## src/rtl/md_ctrl.sv

```systemverilog
// rtl/md_ctrl.sv - multiply/divide sequencer: operand latch, latency count, HI/LO commit, D-stage stall
module md_ctrl #(
    parameter int MULT_LAT = 5,
    parameter int DIV_LAT  = 10,
    parameter int CNT_W    = 4
) (
    input  logic        clk,
    input  logic        reset,
    input  logic        e_op_valid,
    input  logic [2:0]  e_op,
    input  logic        e_cancel,
    input  logic [31:0] e_rs,
    input  logic [31:0] e_rt,
    input  logic        d_is_md,
    output logic [1:0]  dp_op,
    output logic [31:0] dp_a,
    output logic [31:0] dp_b,
    input  logic [31:0] dp_hi,
    input  logic [31:0] dp_lo,
    output logic        start,
    output logic        busy,
    output logic        stall_d,
    output logic        done,
    output logic [31:0] hi,
    output logic [31:0] lo
);

    typedef enum logic {
        IDLE = 1'b0,
        RUN  = 1'b1
    } state_t;

    localparam logic [CNT_W-1:0] MULT_LAT_C = CNT_W'(MULT_LAT);
    localparam logic [CNT_W-1:0] DIV_LAT_C  = CNT_W'(DIV_LAT);
    localparam logic [CNT_W-1:0] CNT_ONE    = CNT_W'(1);

    state_t           state;
    logic [CNT_W-1:0] count;
    logic             e_accept;
    logic             mt_hi;
    logic             mt_lo;
    logic [CNT_W-1:0] run_lat;
    logic             div_by_zero;

    // E-stage ops are only honoured while the unit is idle; cancel kills them for this cycle only.
    assign e_accept    = (state == IDLE) && e_op_valid && !e_cancel;
    assign start       = e_accept && !e_op[2];
    assign mt_hi       = e_accept && (e_op == 3'd4);
    assign mt_lo       = e_accept && (e_op == 3'd5);
    assign stall_d     = d_is_md && (busy || start);

    // dp_op[1] distinguishes DIV/DIVU from MULT/MULTU.
    assign run_lat     = dp_op[1] ? DIV_LAT_C : MULT_LAT_C;
    assign div_by_zero = dp_op[1] && (dp_b == 32'd0);

    always_ff @(posedge clk or posedge reset) begin
        if (reset) begin
            state <= IDLE;
            count <= '0;
            busy  <= 1'b0;
            done  <= 1'b0;
            hi    <= 32'd0;
            lo    <= 32'd0;
            dp_op <= 2'd0;
            dp_a  <= 32'd0;
            dp_b  <= 32'd0;
        end else begin
            done <= 1'b0;
            case (state)
                IDLE: begin
                    if (start) begin
                        dp_op <= e_op[1:0];
                        dp_a  <= e_rs;
                        dp_b  <= e_rt;
                        count <= CNT_ONE;
                        busy  <= 1'b1;
                        state <= RUN;
                    end else if (mt_hi) begin
                        hi <= e_rs;
                    end else if (mt_lo) begin
                        lo <= e_rs;
                    end
                end
                RUN: begin
                    if (count == run_lat) begin
                        // Divide by zero leaves HI/LO untouched but keeps the normal handshake timing.
                        if (!div_by_zero) begin
                            hi <= dp_hi;
                            lo <= dp_lo;
                        end
                        busy  <= 1'b0;
                        count <= '0;
                        done  <= 1'b1;
                        state <= IDLE;
                    end else begin
                        count <= count + CNT_ONE;
                    end
                end
                default: state <= IDLE;
            endcase
        end
    end

endmodule
```

## config.mk

```make
export PLATFORM = sky130hd
export DESIGN_NAME = md_ctrl
export DESIGN_NICKNAME = d
export VERILOG_FILES = /design/src/rtl/md_ctrl.sv
export SDC_FILE = /design/constraint.sdc
export NUM_CORES = 1
export LEC_CHECK = 0
export CORE_MARGIN = 8
export CORE_UTILIZATION = 38
export DETAILED_ROUTE_END_ITERATION = 7
export PLACE_DENSITY = 0.78
export SKIP_CTS_REPAIR_TIMING = 1
export SLEW_MARGIN = 30
export SYNTH_ARGS = -nofsm -noshare
export SYNTH_HDL_FRONTEND = slang
export SYNTH_SLANG_ARGS = --single-unit
```

## constraint.sdc

```tcl
create_clock -name clk -period 5 [get_ports clk]
set_input_delay 1.25 -clock clk [delete_from_list [all_inputs] [get_ports clk]]
set_output_delay 1.25 -clock clk [all_outputs]
set_load 0.005 [all_outputs]
```

Word level (Yosys, flattened, before mapping) --
Index checks and enable logic that the tools add are counted.
Storage, ports and cells: register bits after elaboration 137, input port bits 136, memories 0, RAM bits 0, memory bits (read-only) 0, output and inout bits 134, bits in latches 0, logic and storage cells 59
Operators by class: eq/ne operators 10, reduce and logical (&&, ||, !) cells 15, div/mod/pow operators 0, $mul 0, magnitude comparators 0, multiplexer cells 23, bitwise gates (word level) 1, shifts and indexed selects 0, add/sub/neg operators 1
Operator list (number):
- 2-to-1 mux 32 bit | 9
- case mux 32 bit (2 select lines) | 2
- logical NOT 32 bit | 1
- 2-to-1 mux 4 bit | 3
- inequality test 2 bit, second input constant | 6
- case mux 4 bit (2 select lines) | 1
- logical AND 1 bit | 7
- == test 3 bit, second input constant | 2
- 2-to-1 mux 1 bit | 6
- AND reduction 5 bit | 1
- adder 4 x 1 -> 4 bit, second input constant | 1
- == test 4 bit | 1
- case mux 1 bit (2 select lines) | 2
- AND reduction 2 bit | 2
- AND reduction 4 bit | 1
- logical NOT 1 bit | 2
- inequality test 2 x 1 -> 1 bit, second input constant | 1
- logical OR 1 bit | 1
- NOT 1 bit | 1

Depth between registers and ports, before layout --
Gate-level depths: netlist of the first run.
depth in word-level cells 8, depth in mapped cells 7, depth with buffers taken out 5

Worst setup path after synthesis of the first run --
Ideal clock, no wire load.
kind input-to-output, start in e_cancel, end out start, data required time 3.750 ns, cell stages on the path 4, buffers on the path 2, slack 1.437 ns, arrival time 2.313 ns, cell sequence nand2b_1 -> nor3_1 -> clkbuf_1 -> buf_2
On the way: longest elaborated chain between the ends 3
Ends and longest elaborated chain:
- from (decl) | line 11 | input logic e_cancel,
- logical NOT 1 bit | line 46 | assign e_accept = (state == IDLE) && e_op_valid && !e_cancel;
- logical AND 1 bit | line 46
- logical AND 1 bit | line 47 | assign start = e_accept && !e_op[2];
- to (decl) | line 20 | output logic start,
Every way passes these cells.

Final worst setup path of the first run --
start in e_cancel, end out stall_d
On the way: longest elaborated chain between the ends 5
Ends and longest elaborated chain:
- logical NOT 1 bit | line 46
- logical AND 1 bit | line 46
- logical AND 1 bit | line 47
- logical OR 1 bit | line 50 | assign stall_d = d_is_md && (busy || start);
- logical AND 1 bit | line 50
- to (decl) | line 22 | output logic stall_d,
Every way passes these cells.

==> results.txt, run 1 <==
The highest ir drop seen on vdd is 0.313 mV. The total negative slack came out at 0 ps. The relative contribution of combinational cells to total power came out at 40.4%. The relative area change from synthesis to final layout is 59.0%. The number of H-tree levels is 4. The number of global-route vias before repair is 5336. After detailed routing, the average wire length per cell comes to 20.1 um. Detailed placement ended at an HPWL of 14400 um. The number of buffers added by the clock tree synthesis step came out at 17.

For this run the aggregate overflow at the end of global routing stands at 0. The die span in y came out at 140 um. After technology mapping, the gate count stands at 512. The required time at the endpoint of the critical path came out at 3750 ps. The clock-pin transition on the worst setup and hold timing paths is 60 ps.

The net switching power of the design came out at 1.73 mW. For the worst-skew pair, the clock arrives at the later sink with an insertion delay of 420 ps. The first-iteration detailed-routing DRC count is 247. STA classifies the critical path startpoint as an input pin. The initial antenna violation count was 0. The overall track demand over capacity in global routing came out at 19.8%. The width of the die came out at 140 um. The total power draw came out at 5.53 mW.

The total setup violations reported at the end of the flow is 0. The clock tree skew after final layout came out at 10.7 ps. The final count of pins violating max slew is 0. The area of the mapped netlist is 0.00583 sq mm. The worst min-delay path category is reg -> reg. The combined area of the multi-input logic cells is 0.00223 sq mm. The maximum achievable frequency is 0.246 GHz. The flip-flop and latch area is 0.00343 sq mm.

The slew at the pin closest to its max-slew limit came out at 869 ps. The number of hold violations in the final report came out at 0. In this run, synthesis produced a sequential element count of 137. The number of antenna-violating nets in the routed design came out at 0. The number of antenna diodes in the final layout is 0.

In the global route stage, met1 resource usage came out at 22.5%. The wire length of the first global-routing pass came out at 30600 um. The clock drives 137 sinks. Net switching is 31.3% of the power. The cell area reported after detailed placement came out at 0.00865 sq mm. The sequential group share of total power is 36.3%. The tree is rooted in a sky130_fd_sc_hd__clkbuf_16. The initial cell density of the core came out at 38.7%. The proportion of layout cells with a drive suffix above 1 came out at 14.2%. After synthesis, the share of flip-flops with an asynchronous set or reset is 100%. In the final design database the tool counted 907 nets. The clock tree buffer depth is 2. The site row count came out at 45.

In the synthesized netlist the dominant register cell turns out to be sky130_fd_sc_hd__dfrtp_1. For this design the static power due to leakage is 3.73 nW. The share of the synthesized area in the top cell type came out at 58.8%.

270 I/O pins were placed. The sequential cell area fraction in the yosys report is 58.8%. The slack of the critical path came out at 940 ps. The largest fanout on the critical path is 4. The Yosys step of the flow raised 0 warnings. The setup slack of the worst register-to-register path came out at 2060 ps.

By count the netlist is led by 137 x sky130_fd_sc_hd__dfrtp_1, 68 x sky130_fd_sc_hd__o21ai_0, 64 x sky130_fd_sc_hd__a21oi_1. The distinct cell type count of the synthesized netlist came out at 31. The global routing met3 resource utilization came out at 8.90%. The final RePlAce weighted congestion came out at 0.843. By startpoint and endpoint, the worst setup path is classified as in -> out.

The fill cell total of the finished layout came out at 1179. Measured against its own limit, the worst slew margin works out to 41.3%. The reported max-cap violation count is 0.

TritonCTS built the clock tree. The count of vias placed by the detailed router came out at 5124. Sorting the synthesized cells by area gives the leading types as sky130_fd_sc_hd__dfrtp_1 59%, sky130_fd_sc_hd__mux2_2 12%, sky130_fd_sc_hd__o21ai_0 5.8%. The internal portion of the total power is 3.80 mW.

The number of nets in the synthesized netlist came out at 649. The residual DRC count came out at 0. STA classifies the critical path endpoint as a primary output. The die covers 0.0196 sq mm. The count of TritonRoute iterations in the first routing pass came out at 5.

The post-synthesis average cell area came out at 11.4 sq um. The most crowded layer after global routing is met2. The clock period minus worst slack came out at 4060 ps.

Port buffering added 269 buffers. The flow ran to the end, and the final reports show no timing, DRC or antenna violations. The region available for standard cell placement spans 0.0151 sq mm. The via density per instance came out at 5.28. The power density over the cells is 596 mW/mm^2. The worst-case hold slack came out at 509 ps. The global routing met2 resource utilization came out at 32.7%. The worst-case setup slack after placement is 928 ps. The maximum number of pins on one net before global-route repair is 106. The clock power share is 23.3%. The total wire length is 19500 um. The final worst-path cycle share came out at 81.2%.

Setup repair after global routing left no endpoint under its margin. The most frequently used cell type in the post-synthesis netlist is sky130_fd_sc_hd__dfrtp_1. In this run, synthesis inferred 0 flip-flops with an integrated enable. The arrival time at the worst endpoint came out at 2810 ps. The library cell occupying the most area in the post-synthesis netlist is sky130_fd_sc_hd__dfrtp_1. The final non-filler cell area came out at 0.00928 sq mm.
-- per-layer routing --
metal | routed length, um | vias up
met5 | 0 | -
met4 | 317 | 0
met3 | 1950 | 22
met2 | 9610 | 228
met1 | 7660 | 2511
li1 | - | 2363
-- layout make-up --
cell class	count	share of cell area (%)
clock buffer	21	4.96
clock inverter	11	1.56
inverter	2	0.162
multi-input combinational	336	24.0
sequential	137	37.0
tap	188	2.54
timing repair buffer	276	29.7
-- critical path, cell delays in order --
cell                              delay (ps)
sky130_fd_sc_hd__clkdlybuf4s50_1         410
sky130_fd_sc_hd__nand2b_1                190
sky130_fd_sc_hd__nor3_2                  240
sky130_fd_sc_hd__nor2_1                   90
sky130_fd_sc_hd__nor2b_1                 120
sky130_fd_sc_hd__clkdlybuf4s50_1         510
-- cells by family after synthesis --
kind of cell	Yosys count	share of synthesized area, %
AO/OA/AOI/OAI	201	17.9
XOR/XNOR	1	0.150
adder cells (fa/ha/maj)	1	0.214
buffers and inverters	39	3.35
flip-flops	137	58.8
multiplexers	66	12.7
AND/OR/NAND/NOR	67	6.88
-- registers in the layout (all words and copies together) (netlist names) --
name / flops
busy: 1
count: 4
done: 1
dp_a: 32
dp_b: 32
dp_op: 2
hi: 32
lo: 32
state: 1
-- power groups by stage --
stage	sequential, mW	combinational (mW)	clock (mW)
final	2.01	2.24	1.29
after global routing	2.07	2.43	1.36
after CTS	2.07	2.20	1.32
after detailed placement	2.08	2.18	0
after global placement	2.04	2.14	0
after floorplan	1.95	0.885	0
-- placed cells by master (no fill, tap or decap), types with 2 or more instances in the layout --
cell type / instances
sky130_fd_sc_hd__dfrtp_1: 136
sky130_fd_sc_hd__nor2_1: 7
sky130_fd_sc_hd__clkinv_4: 3
sky130_fd_sc_hd__clkdlybuf4s50_1: 269
sky130_fd_sc_hd__clkinv_2: 4
sky130_fd_sc_hd__clkbuf_1: 2
sky130_fd_sc_hd__mux2_1: 3
sky130_fd_sc_hd__nand3_1: 3
sky130_fd_sc_hd__o21ai_1: 62
sky130_fd_sc_hd__buf_4: 6
sky130_fd_sc_hd__clkbuf_8: 2
sky130_fd_sc_hd__clkbuf_16: 17
sky130_fd_sc_hd__nand2_1: 5
sky130_fd_sc_hd__nor4_1: 7
sky130_fd_sc_hd__o21ai_0: 68
sky130_fd_sc_hd__a22o_1: 2
sky130_fd_sc_hd__a21oi_1: 64
sky130_fd_sc_hd__mux2_2: 63
sky130_fd_sc_hd__bufinv_16: 3
sky130_fd_sc_hd__nor2b_1: 34
sky130_fd_sc_hd__or2_4: 2
-- final timing paths --
check,start,end,cells past startpoint
worst max register to register,state,lo[30],5
worst max-delay path,e_cancel,stall_d,6
worst min-delay path,dp_a[20],dp_a[20],1
min in group asynchronous,reset,dp_a[0],2
worst min register to register,dp_a[20],dp_a[20],1
max in group asynchronous,reset,hi[17],3
-- metrics by stage --
stage / std cells / util [%]
detailed placement: 938 / 57.3
global placement: 938 / 57.3
CTS: 970 / 61.3
floorplan: 512 / -
global route: 971 / 61.5
finish: 971 / 61.5
Power figures use the tool's default switching activity.
==> run 2, diff against run 1 <==
- clock period: 5 -> 3.3 ns (I/O delays scaled with it)
==> run 2 against run 1 <==
Count of clock-buffer cells in the layout up 2. Critical endpoint unchanged. Final area about the same. Sequential share of layout area about the same.
==> results.txt, run 2 (synthesis gave the netlist of run 1 again) <==
The flow ran to the end, and the final reports show no timing, DRC or antenna violations. The final layout contains routed wiring with a total length of 19800 um. The largest fanout on the critical path came out at 3.

The worst relative slew slack came out at 53.0%. The required time at the endpoint of the critical path is 2470 ps. The congestion estimate from routability-driven global placement came to 0.797. The number of global-route vias before repair was 5623. The routed wire length per instance is 20.3 um. The core outline area came out at 0.0151 sq mm.

The total setup violations reported at the end of the flow came out at 0. The non-filler instance count after layout came out at 977. The die area came out at 0.0196 sq mm. The relative area change from synthesis to final layout came out at 59.1%. Measured along the y axis, the die boundary spans 140 um.

Setup repair after global routing left no endpoint under its margin. STA classifies the critical path startpoint as an input pin. The reported max-cap violation count came out at 0. The worst min-delay path category is reg -> reg. The number of top-level design ports is 270.

The die is 140 um wide. The worst-case hold slack is 502 ps. The site row count is 45. The analysis attributes to net switching a power of 2.58 mW.

Clock-pin slew was measured on the worst setup and hold paths at 60 ps. The switching share of power came out at 31.2%. TritonCTS built the clock tree. In the routed design, unresolved DRC markers number 0. The first global-routing pass estimated 31400 um of wire. The final HPWL from detailed placement is 15200 um. The number of H-tree levels came out at 4.

The final antenna diode count came out at 0. The first detailed-routing pass ran for 5 iterations. Derived from the worst setup path, the maximum achievable clock frequency is 0.319 GHz.

The final non-filler cell area came out at 0.00928 sq mm. The total overflow left after global routing is 0. The number of hold violations in the final report came out at 0. The number of sinks on the clock net is 137. The highest ir drop seen on vdd came out at 0.431 mV. In this run the static leakage power is 3.73 nW. The library cell used most frequently in the layout, excluding fill and tap cells, is sky130_fd_sc_hd__clkdlybuf4s50_1. The power density over the cells came out at 889 mW/mm^2.

Detailed routing inserted a total of 5055 vias. In the layout the commonest cells are 269 x sky130_fd_sc_hd__clkdlybuf4s50_1, 136 x sky130_fd_sc_hd__dfrtp_1, 68 x sky130_fd_sc_hd__o21ai_0. The overall track demand over capacity in global routing came out at 20.4%. The number of port buffers is 269. Clock tree synthesis selected as its root buffer the cell sky130_fd_sc_hd__clkbuf_16. The first-iteration detailed-routing DRC count is 218. The completed layout was analyzed and its total power is 8.25 mW.

For the pin with the worst max-slew slack, the measured transition is 704 ps. STA classifies the critical path endpoint as a primary output. The maximum number of pins on one net before global-route repair came out at 66. The initial cell density of the core came out at 38.7%. The proportion of layout cells with a drive suffix above 1 is 14.6%. The insertion delay to the later sink of the worst-skew pair is 410 ps. The internal power came out at 5.67 mW.

The number of antenna-violating nets in the routed design is 0. The critical path class is in -> out. The fill cell total of the finished layout came out at 1218.

The sequential group share of total power is 36.2%. The number of buffers added by the clock tree synthesis step came out at 17. The clock tree skew after final layout came out at 8.17 ps.

After layout, the worst setup slack is 168 ps. The initial antenna violation count is 0. Per report_power, the clock group accounts for 22.0% of the total. The final count of pins violating max slew came to 0. The worst-case setup slack after placement is 160 ps. For the final routed database, the setup TNS stands at 0 ps.

For the finished layout, the period the worst path requires is 3130 ps. The worst path uses 94.9% of the clock period. The relative contribution of combinational cells to total power is 41.9%. The utilization after layout is 61.5%. The cell area reported after detailed placement is 0.00872 sq mm. The post-placement cell count came out at 945.

The number of nets in the final layout is 913. The clock passes through at most 2 buffers. The via density per instance came out at 5.17. Data on the critical path arrives at its endpoint at 2310 ps.
## run 2: final timing paths
check,start,end,slack (ps),cells past startpoint
hold reg to reg,dp_a[4],dp_a[4],500,1
max in group asynchronous,reset,dp_b[11],1690,3
setup reg to reg,state,hi[30],720,6
setup / recovery,e_cancel,stall_d,170,6
hold / removal,dp_a[4],dp_a[4],500,1
min in group asynchronous,reset,dp_a[10],820,2
## run 2: layer usage
layer / vias up / GRT usage [%] / wire length, um
met2: 206 / 35.5 / 10000
met4: 0 / 6.74 / 382
li1: 2373 / - / -
met5: - / 0 / 0
met1: 2447 / 22.2 / 7620
met3: 29 / 8.32 / 1800
## run 2: final cells by class
type	instances	area, sq um	area share (%)
clock buffer	23	468	5.04
clock inverter	9	97.6	1.05
inverter	2	11.3	0.121
multi-input combinational	336	2240	24.1
sequential	137	3430	37.0
tap	188	235	2.53
timing repair buffer	282	2800	30.2
## run 2: power groups by stage
stage	logic [mW]	clock network (mW)	registers, mW
after global placement	3.41	0	2.94
after global routing	3.77	1.93	3.08
after CTS	3.52	1.85	2.99
after detailed placement	3.50	0	3.01
final	3.45	1.81	2.99
after floorplan	1.34	0	2.95
## run 2: worst max-delay path: stages
cell,delay [ps]
sky130_fd_sc_hd__clkdlybuf4s50_1,390
sky130_fd_sc_hd__nand2b_1,180
sky130_fd_sc_hd__nor3_2,200
sky130_fd_sc_hd__nor2_1,90
sky130_fd_sc_hd__nor2b_1,110
sky130_fd_sc_hd__clkdlybuf4s50_1,510
==> run 3, diff against run 2 <==
- SLEW_MARGIN: 30 -> default
==> results of run 3 <==
Same layout as run 2: the final DEF is identical, and so are final timing and power.
